**config.mk**
```make
export PLATFORM = sky130hd
export DESIGN_NAME = tag_resolver
export DESIGN_NICKNAME = d
export VERILOG_FILES = /design/src/rtl/tag_resolver.sv
export SDC_FILE = /design/constraint.sdc
export NUM_CORES = 1
export LEC_CHECK = 0
export ABC_AREA = 1
export CAP_MARGIN = 20
export CORE_UTILIZATION = 40
export CTS_BUF_LIST = sky130_fd_sc_hd__clkbuf_8
export DETAILED_ROUTE_END_ITERATION = 8
export HOLD_SLACK_MARGIN = 0.06
export PLACE_DENSITY = 0.69
export SLEW_MARGIN = 20
export SYNTH_ARGS = -nofsm -noshare
export SYNTH_HDL_FRONTEND = slang
export SYNTH_SLANG_ARGS = --single-unit
```
**constraint.sdc**
```tcl
create_clock -name clk -period 4.15 [get_ports clk]
set_clock_uncertainty 0.1 [all_clocks]
set_input_delay 0.83 -clock clk [delete_from_list [all_inputs] [get_ports clk]]
set_output_delay 0.83 -clock clk [all_outputs]
set_load 0.01 [all_outputs]
```
**src/rtl/tag_resolver.sv**
```systemverilog
// tag_resolver: tag vector register, match iterator and optional population count
// for a CAM cell array.
//
// Build option: define TAG_RESOLVER_COUNT_EN to compile in the COUNT state,
// the tag snapshot and the serial bit counter. Without it, op 7 is a no-op,
// op_ready is constant 1 and match_count/count_valid are tied to 0.
//
// Ports:
//   clk          sole clock, rising edge
//   rstIn        asynchronous, active-high reset
//   tag_row      per-row match result from the cell array compare
//   op_valid     operation request strobe
//   op           0 NEXT, 1 LOAD, 2 AND, 3 OR, 4 CLR, 5 SET, 6 FIRST, 7 COUNT
//   op_ready     operation can be accepted this cycle
//   tag          registered tag vector (cell array write-enable)
//   any_match    OR-reduction of tag
//   match_addr   current iterator row address
//   match_valid  match_addr refers to a tagged row
//   match_count  set-bit count of tag captured at the last completed COUNT
//   count_valid  one-cycle pulse when match_count updates
module tag_resolver #(
    parameter int unsigned DATA_DEPTH     = 16,
    parameter int unsigned ADDR_WIDTH_CAM = 8
) (
    input  logic                      clk,
    input  logic                      rstIn,
    input  logic [DATA_DEPTH-1:0]     tag_row,
    input  logic                      op_valid,
    input  logic [2:0]                op,
    output logic                      op_ready,
    output logic [DATA_DEPTH-1:0]     tag,
    output logic                      any_match,
    output logic [ADDR_WIDTH_CAM-1:0] match_addr,
    output logic                      match_valid,
    output logic [ADDR_WIDTH_CAM:0]   match_count,
    output logic                      count_valid
);

    localparam int unsigned CNT_W = ADDR_WIDTH_CAM + 1;

    localparam logic [2:0] OP_NEXT  = 3'd0;
    localparam logic [2:0] OP_LOAD  = 3'd1;
    localparam logic [2:0] OP_AND   = 3'd2;
    localparam logic [2:0] OP_OR    = 3'd3;
    localparam logic [2:0] OP_CLR   = 3'd4;
    localparam logic [2:0] OP_SET   = 3'd5;
    localparam logic [2:0] OP_FIRST = 3'd6;
    localparam logic [2:0] OP_COUNT = 3'd7;

    logic                  accept;
    logic [DATA_DEPTH-1:0] iter_mask;
    logic [DATA_DEPTH-1:0] iter_src;
    logic                  iter_load;

    // Index of the lowest set bit; 0 when the vector is empty.
    function automatic logic [ADDR_WIDTH_CAM-1:0] lowest_set(input logic [DATA_DEPTH-1:0] v);
        logic [ADDR_WIDTH_CAM-1:0] idx;
        idx = '0;
        for (int i = DATA_DEPTH - 1; i >= 0; i--) begin
            if (v[i]) begin
                idx = ADDR_WIDTH_CAM'(i);
            end
        end
        return idx;
    endfunction

    assign accept    = op_valid & op_ready;
    assign any_match = |tag;

    // Tag register; only the set-algebra ops touch it.
    always_ff @(posedge clk or posedge rstIn) begin
        if (rstIn) begin
            tag <= '0;
        end else if (accept) begin
            case (op)
                OP_LOAD: tag <= tag_row;
                OP_AND:  tag <= tag & tag_row;
                OP_OR:   tag <= tag | tag_row;
                OP_CLR:  tag <= '0;
                OP_SET:  tag <= '1;
                default: tag <= tag;
            endcase
        end
    end

    // Iterator update source: FIRST reloads from tag, NEXT retires the reported row.
    // NEXT with nothing valid leaves the iterator untouched.
    always_comb begin
        iter_load = 1'b0;
        iter_src  = iter_mask;
        if (accept) begin
            if (op == OP_FIRST) begin
                iter_load = 1'b1;
                iter_src  = tag;
            end else if (op == OP_NEXT && match_valid) begin
                iter_load = 1'b1;
                iter_src  = iter_mask & ~(DATA_DEPTH'(1) << match_addr);
            end
        end
    end

    // Iterator registers; address and valid are derived from the new mask.
    always_ff @(posedge clk or posedge rstIn) begin
        if (rstIn) begin
            iter_mask   <= '0;
            match_addr  <= '0;
            match_valid <= 1'b0;
        end else if (iter_load) begin
            iter_mask   <= iter_src;
            match_addr  <= lowest_set(iter_src);
            match_valid <= |iter_src;
        end
    end

`ifdef TAG_RESOLVER_COUNT_EN

    localparam int unsigned IDX_W = (DATA_DEPTH > 1) ? $clog2(DATA_DEPTH) : 1;

    typedef enum logic {
        S_IDLE  = 1'b0,
        S_COUNT = 1'b1
    } state_e;

    state_e                state;
    state_e                next_state;
    logic [DATA_DEPTH-1:0] snap;
    logic [IDX_W-1:0]      cnt_idx;
    logic [CNT_W-1:0]      acc;
    logic                  last_bit;

    assign last_bit = (cnt_idx == IDX_W'(DATA_DEPTH - 1));
    assign op_ready = (state == S_IDLE);

    // State register.
    always_ff @(posedge clk or posedge rstIn) begin
        if (rstIn) begin
            state <= S_IDLE;
        end else begin
            state <= next_state;
        end
    end

    // Next state: COUNT lasts exactly DATA_DEPTH cycles.
    always_comb begin
        next_state = state;
        case (state)
            S_IDLE: begin
                if (accept && op == OP_COUNT) begin
                    next_state = S_COUNT;
                end
            end
            S_COUNT: begin
                if (last_bit) begin
                    next_state = S_IDLE;
                end
            end
            default: next_state = S_IDLE;
        endcase
    end

    // Serial popcount: the snapshot shifts right so bit 0 is always the next row.
    always_ff @(posedge clk or posedge rstIn) begin
        if (rstIn) begin
            snap        <= '0;
            cnt_idx     <= '0;
            acc         <= '0;
            match_count <= '0;
            count_valid <= 1'b0;
        end else begin
            count_valid <= 1'b0;
            if (state == S_IDLE && next_state == S_COUNT) begin
                snap    <= tag;
                cnt_idx <= '0;
                acc     <= '0;
            end else if (state == S_COUNT) begin
                snap    <= snap >> 1;
                cnt_idx <= cnt_idx + IDX_W'(1);
                acc     <= acc + CNT_W'(snap[0]);
                if (next_state == S_IDLE) begin
                    match_count <= acc + CNT_W'(snap[0]);
                    count_valid <= 1'b1;
                end
            end
        end
    end

`else

    assign op_ready    = 1'b1;
    assign match_count = CNT_W'(0);
    assign count_valid = 1'b0;

`endif

endmodule

```
==> impl_metrics.toml, run 1 <==
[clocking]
htree_levels = 2
cts_buffers = 5
cts-root-buf = "clkbuf_8"
postCtsSetupRepairBufs = 0
worstSkewPairLatency_ps = 290
cts.path.max_buffers = 2
clkSinkCount = 37
cts_tree = "done"
clk_pin_slew_ps = 70
cts_resized = 0
postCtsHoldBufs = 0

[grt]
gr-total-overflow = 0
grt_pass1_wl_microns = 8990
antenna_found_initial = 0
grt_usage = 0.1937
first_global_vias = 1889
grt_max_degree = 38

[floorplan]
die_y_microns = 77.56
die_area_sq_mm = 0.006015
rows = 27
io_pins = 59
die_x_microns = 77.56
design.core.area_sq_mm = 0.005507
initial_core_util = 0.4147

[synth]
synth_top_area_frac = 0.4055
synth-seq-cells = 37
synth.area.top_cells = "dfrtp_1 (41%), nand2_1 (9.4%), inv_1 (8.2%), nor2_1 (5.6%), buf_4 (4.9%)"
syn-instance-count = 303
yosys_warnings = 0
synth_top_cell_by_area = "dfrtp_1"
syn_avg_cell_area_sq_um = 7.536
syn_area_sq_mm = 0.002283
ys_types = 36
yosysSeqAreaShare = 0.4055

[power]
p_seq_frac = 0.421
p_clk_frac = 0.201
intPower_w = 0.0007915
power_per_cell_area_mw_per_mm2 = 447.8
p_leak_nw = 1.366
swShare = 0.3672
switchingPower_w = 0.0004592
comb_power_share = 0.378
ir_worst_vdd_v = 0.0001573

[routing]
wl_microns = 5440
drtIter0Drc = 141
route.met2.wl_microns = 2514
wl_met3_microns = 251
routedWlPerCell_microns = 13.05
dr_total_vias = 2028
vias_per_cell = 4.863
ant_nets = 0
highest_layer = "met4"
wl_met1_microns = 2592
drt_pass1_iterations = 4
drc = 0

[setup_path]
crit_type = "in -> reg"
r2r_start = "match_addr[3]$_DFFE_PP0P_"
end_kind = "register"
cp-startpoint = "op[0]"
reg2reg_depth = 19
critical_path.startpoint_type = "input port"
cp_data_arrival_time_ps = 3070
worst_ep_required_time_ps = 4280
crit_fanout = 27

[sta]
rsz0062_at_grt = "no"
fin_crit_sh = 0.7099
hold_viol = 0
tightest_slew_ps = 622.4
max-slew-margin-rel = 0.5838
setup_viol = 0
fmax_mhz = 339.4
slew_viol_final = 0
tns_ps = 0
min_period_ps = 2946
postLayoutSetupSlackWorst_ps = 1204

[finish]
diodes = 0
areaGrowthSynthToFinish_pct = 22.30
final_nets = 367
nFillCells = 557
drive_above_1_share = 0.09565

[placed_design]
gp_congestion = 0.8835
place_ws_ps = 901.2
hpwl_microns = 4114
port_buffers = 43

[hold_path]
hold_depth = 2
holdCritStartpoint = "iter_mask[15]$_DFFE_PP0P_"
hp-class = "reg -> reg"

[outcome]
status = "finished clean"

[run]
drv_cap = 0
[critical path, stage by stage]
cell,delay (ps)
clkdlybuf4s50_1,460
inv_2,270
nand3_4,350
clkinv_4,210
nand2_2,70
o21ai_2,70
nand2_1,80
nand2_1,60
nand2_1,50
nand2_1,60
nand2_1,50
nand2_1,50
nand2_1,50
nand2_1,50
nand2_1,50
nand2_1,50
nand2_1,40
nand2_1,50
nand2_1,40
nand2_1,50
nand2_1,50
nand2_1,50
[power by group through the flow]
stage          Sequential (W)  Combinational [W]  Clock (W)
6_report             0.000526           0.000473   0.000252
3_3_place_gp         0.000532           0.000467          0
2_1_floorplan        0.000532           0.000291          0
5_1_grt              0.000537           0.000533   0.000274
4_1_cts              0.000526           0.000476   0.000257
3_5_place_dp         0.000532           0.000474          0
[area by class of cell]
type / instances / area, sq um / share of cell area
clock buffers: 6 / 82.58 / 0.02957
flip-flops and latches: 37 / 925.9 / 0.3315
inverters: 60 / 231.5 / 0.08289
clock inverters: 1 / 3.754 / 0.001344
well taps: 72 / 90.09 / 0.03226
multi-input cells: 197 / 1021 / 0.3656
repair buffers: 44 / 437.9 / 0.1568
[path summary, 6_finish.rpt]
check	to	slack [ps]
max in group asynchronous	iter_mask[14]$_DFFE_PP0P_	2770
min in group asynchronous	iter_mask[5]$_DFFE_PP0P_	850
setup reg to reg	match_addr[0]$_DFFE_PP0P_	2120
setup / recovery	match_addr[0]$_DFFE_PP0P_	1200
hold / removal	iter_mask[15]$_DFFE_PP0P_	460
hold reg to reg	iter_mask[15]$_DFFE_PP0P_	460
[kinds of logic (layout without fill, tap and decap cells)]
kind of cell | Yosys count | after routing | synth area share
flip-flops | 37 | 37 | 0.4055
AO/OA/AOI/OAI | 75 | 75 | 0.2181
buffers and inverters | 82 | 111 | 0.1688
AND/OR/NAND/NOR | 107 | 107 | 0.2044
other | 2 | 15 | 0.003289
[Yosys cell counts, drive strengths merged]
cell	instances
nor4	4
a31oi	2
nor2	39
dfrtp	37
o22ai	9
nand3	2
a21oi	23
buf	17
nor3	1
a21o	1
o21ai	20
o211a	1
nand4	3
inv	56
clkinv	4
o31ai	2
clkbuf	5
nand2	58
o211ai	14
o21a	1
o311ai	2
conb	2
[layer usage]
layer	GRT usage	up-vias
met3	0.04353	9
met1	0.2661	941
met4	0.06415	0
met2	0.3009	54
met5	0	-
li1	-	1024
[registers in the layout, indices dropped and copies added (netlist names)]
name and cells:
match_valid 1, tag 16, match_addr 4, iter_mask 16
[metrics by stage]
step	util	std cells	area (sq um)	hold slack, ps	total power [W]
after detailed placement	0.4915	410	2706	448.8	0.001006
after global placement	0.4915	410	2706	438.9	0.0009990
final	0.5072	417	2793	460.3	0.001251
after global routing	0.5072	417	2793	484.7	0.001344
after CTS	0.5072	417	2793	460.1	0.001259
after floorplan	-	316	2332	425.3	0.0008232
[cell usage in the layout, fill, tap and decap left out, drive strengths merged]
master         instances
nand3                  2
nor4                   4
o21a                   1
a21oi                 23
a21o                   1
o311ai                 2
nand4                  3
conb                  15
buf                    1
o211a                  1
a31oi                  2
o21ai                 20
nor3                   1
clkbuf                 6
dfrtp                 37
clkdlybuf4s50         43
o31ai                  2
inv                   57
nand2                 58
clkinv                 4
o22ai                  9
nor2                  39
o211ai                14
No activity file was read; power rests on OpenSTA's default activity.
==> run 2: changes to the inputs <==
Clock period 4.15 ns to 3 ns, I/O delays scaled along.
==> run 2 against run 1 <==
  * Core utilization increased by 1.0 points
  * Cell area up 2.0%
  * Sequential power is 39% higher
  * Clock-buffer cell count is 1 lower
  * Sequential share of layout area decreased by 0.66 points
  * Wire length grew 4.2%
  * Critical path depth shrank 8
  * Critical path type unchanged
  * Critical endpoint is now match_addr[1]$_DFFE_PP0P_
==> impl_metrics.toml, run 2 (synthesized netlist as in run 1, its figures left out) <==
[sta]
slew_viol_final = 0
fin_crit_sh = 0.8433
min_period_ps = 2530
rsz0062_at_grt = "no"
fmax_mhz = 395.3
tns_ps = 0
hold_viol = 0
setup_viol = 0

[floorplan]
die_area_sq_mm = 0.006015
die_y_microns = 77.56
io_pins = 59
rows = 27
design.core.area_sq_mm = 0.005507
initial_core_util = 0.4147
die_x_microns = 77.56

[setup_path]
cp_data_arrival_time_ps = 2630
crit_type = "in -> reg"
crit_fanout = 5
worst_ep_required_time_ps = 3100
end_kind = "register"
critical_path.startpoint_type = "input port"

[power]
comb_power_share = 0.378
switchingPower_w = 0.0006785
p_clk_frac = 0.207
p_leak_nw = 1.393
p_seq_frac = 0.415
power_per_cell_area_mw_per_mm2 = 619.2
ir_worst_vdd_v = 0.0002588
swShare = 0.3846
intPower_w = 0.001086

[grt]
gr-total-overflow = 0
grt_max_degree = 38
antenna_found_initial = 0
grt_usage = 0.2047
grt_pass1_wl_microns = 9466
met2_usage = 0.3265
gr-usage-met1 = 0.2765
use_met3 = 0.05059
grt.busiest_layer = "met2"
first_global_vias = 1964

[finish]
areaGrowthSynthToFinish_pct = 24.77
utilization = 0.5174
reg_top3 = "iter_mask (16), tag (16), match_addr (4)"
most-common-layout-cells = "nand2_1 (57), inv_1 (50), clkdlybuf4s50_1 (43)"
diodes = 0
final_nets = 374
drive_above_1_share = 0.1190
layout.cells.non_filler = 425
nFillCells = 539
mostFrequentLayoutCell = "nand2_1"

[routing]
drtIter0Drc = 115
ant_nets = 0
vias_per_cell = 4.816
drt_pass1_iterations = 4
routedWlPerCell_microns = 13.34
dr_total_vias = 2047
wl_microns = 5668
drc = 0

[clocking]
cts_buffers = 5
postCtsHoldBufs = 0
clkSinkCount = 37
cts.path.max_buffers = 2
postCtsSetupRepairBufs = 0
worstSkewPairLatency_ps = 300
clk_pin_slew_ps = 80
cts_tree = "done"
htree_levels = 2
cts-root-buf = "clkbuf_8"
cts_resized = 0

[placed_design]
port_buffers = 43
gp_congestion = 0.8656
dp_cells = 417
hpwl_microns = 4329

[hold_path]
hp-class = "reg -> reg"

[run]
drv_cap = 0

[outcome]
status = "finished clean"
==> run 2: critical path: stages <==
cell,delay [ps]
clkdlybuf4s50_1,650
inv_2,110
nor2_4,140
nand2_1,100
o211a_1,240
a21oi_2,150
inv_2,70
nor2_4,100
o31ai_1,70
nand2_1,80
nand2_1,50
nand2_1,50
a21oi_1,50
a21o_1,160
==> run 2: power by group through the flow <==
stage	clock (W)	combinational (W)	sequential, W
3_3_place_gp	0	0.000660	0.000739
4_1_cts	0.000378	0.000672	0.000733
2_1_floorplan	0	0.000402	0.000737
5_1_grt	0.000400	0.000746	0.000750
3_5_place_dp	0	0.000671	0.000739
6_report	0.000364	0.000667	0.000732
==> run 2: final cells by class <==
| type | count | area (sq um) | share of cell area |
|---|---|---|---|
| well taps | 72 | 90.09 | 0.03162 |
| repair buffers | 51 | 490.5 | 0.1722 |
| clock inverters | 3 | 21.27 | 0.007466 |
| inverters | 60 | 231.5 | 0.08125 |
| multi-input cells | 197 | 1021 | 0.3584 |
| flip-flops and latches | 37 | 925.9 | 0.3250 |
| clock buffers | 5 | 68.82 | 0.02415 |
==> run 2: path summary, 6_finish.rpt <==
check / start / slack (ps) / to / depth (start not counted)
max in group asynchronous: rstIn / 1840 / match_addr[2]$_DFFE_PP0P_ / 3
worst max-delay path: op_valid / 470 / match_addr[1]$_DFFE_PP0P_ / 14
worst min-delay path: iter_mask[15]$_DFFE_PP0P_ / 460 / iter_mask[15]$_DFFE_PP0P_ / 2
worst min register to register: iter_mask[15]$_DFFE_PP0P_ / 460 / iter_mask[15]$_DFFE_PP0P_ / 2
min in group asynchronous: rstIn / 610 / iter_mask[3]$_DFFE_PP0P_ / 3
worst max register to register: match_addr[0]$_DFFE_PP0P_ / 970 / match_addr[1]$_DFFE_PP0P_ / 12
==> run 2: per-layer routing <==
metal / up-vias / wire length [microns] / part of all wire
li1: 1039 / - / -
met1: 957 / 2699 / 0.48
met3: 6 / 217 / 0.038
met5: - / 0 / 0
met4: 0 / 42 / 0.0074
met2: 45 / 2708 / 0.48
==> run 2: metrics by stage <==
stage	power, W	worst slack [ps]	hold WS [ps]	instance area [sq um]
after global routing	0.001896	174.9	483.2	2849
after detailed placement	0.001410	162.0	448.1	2759
after floorplan	0.001139	937.6	425.3	2332
after CTS	0.001783	415.0	459.3	2849
after global placement	0.001399	171.6	439.9	2759
final	0.001764	470.1	456.1	2849
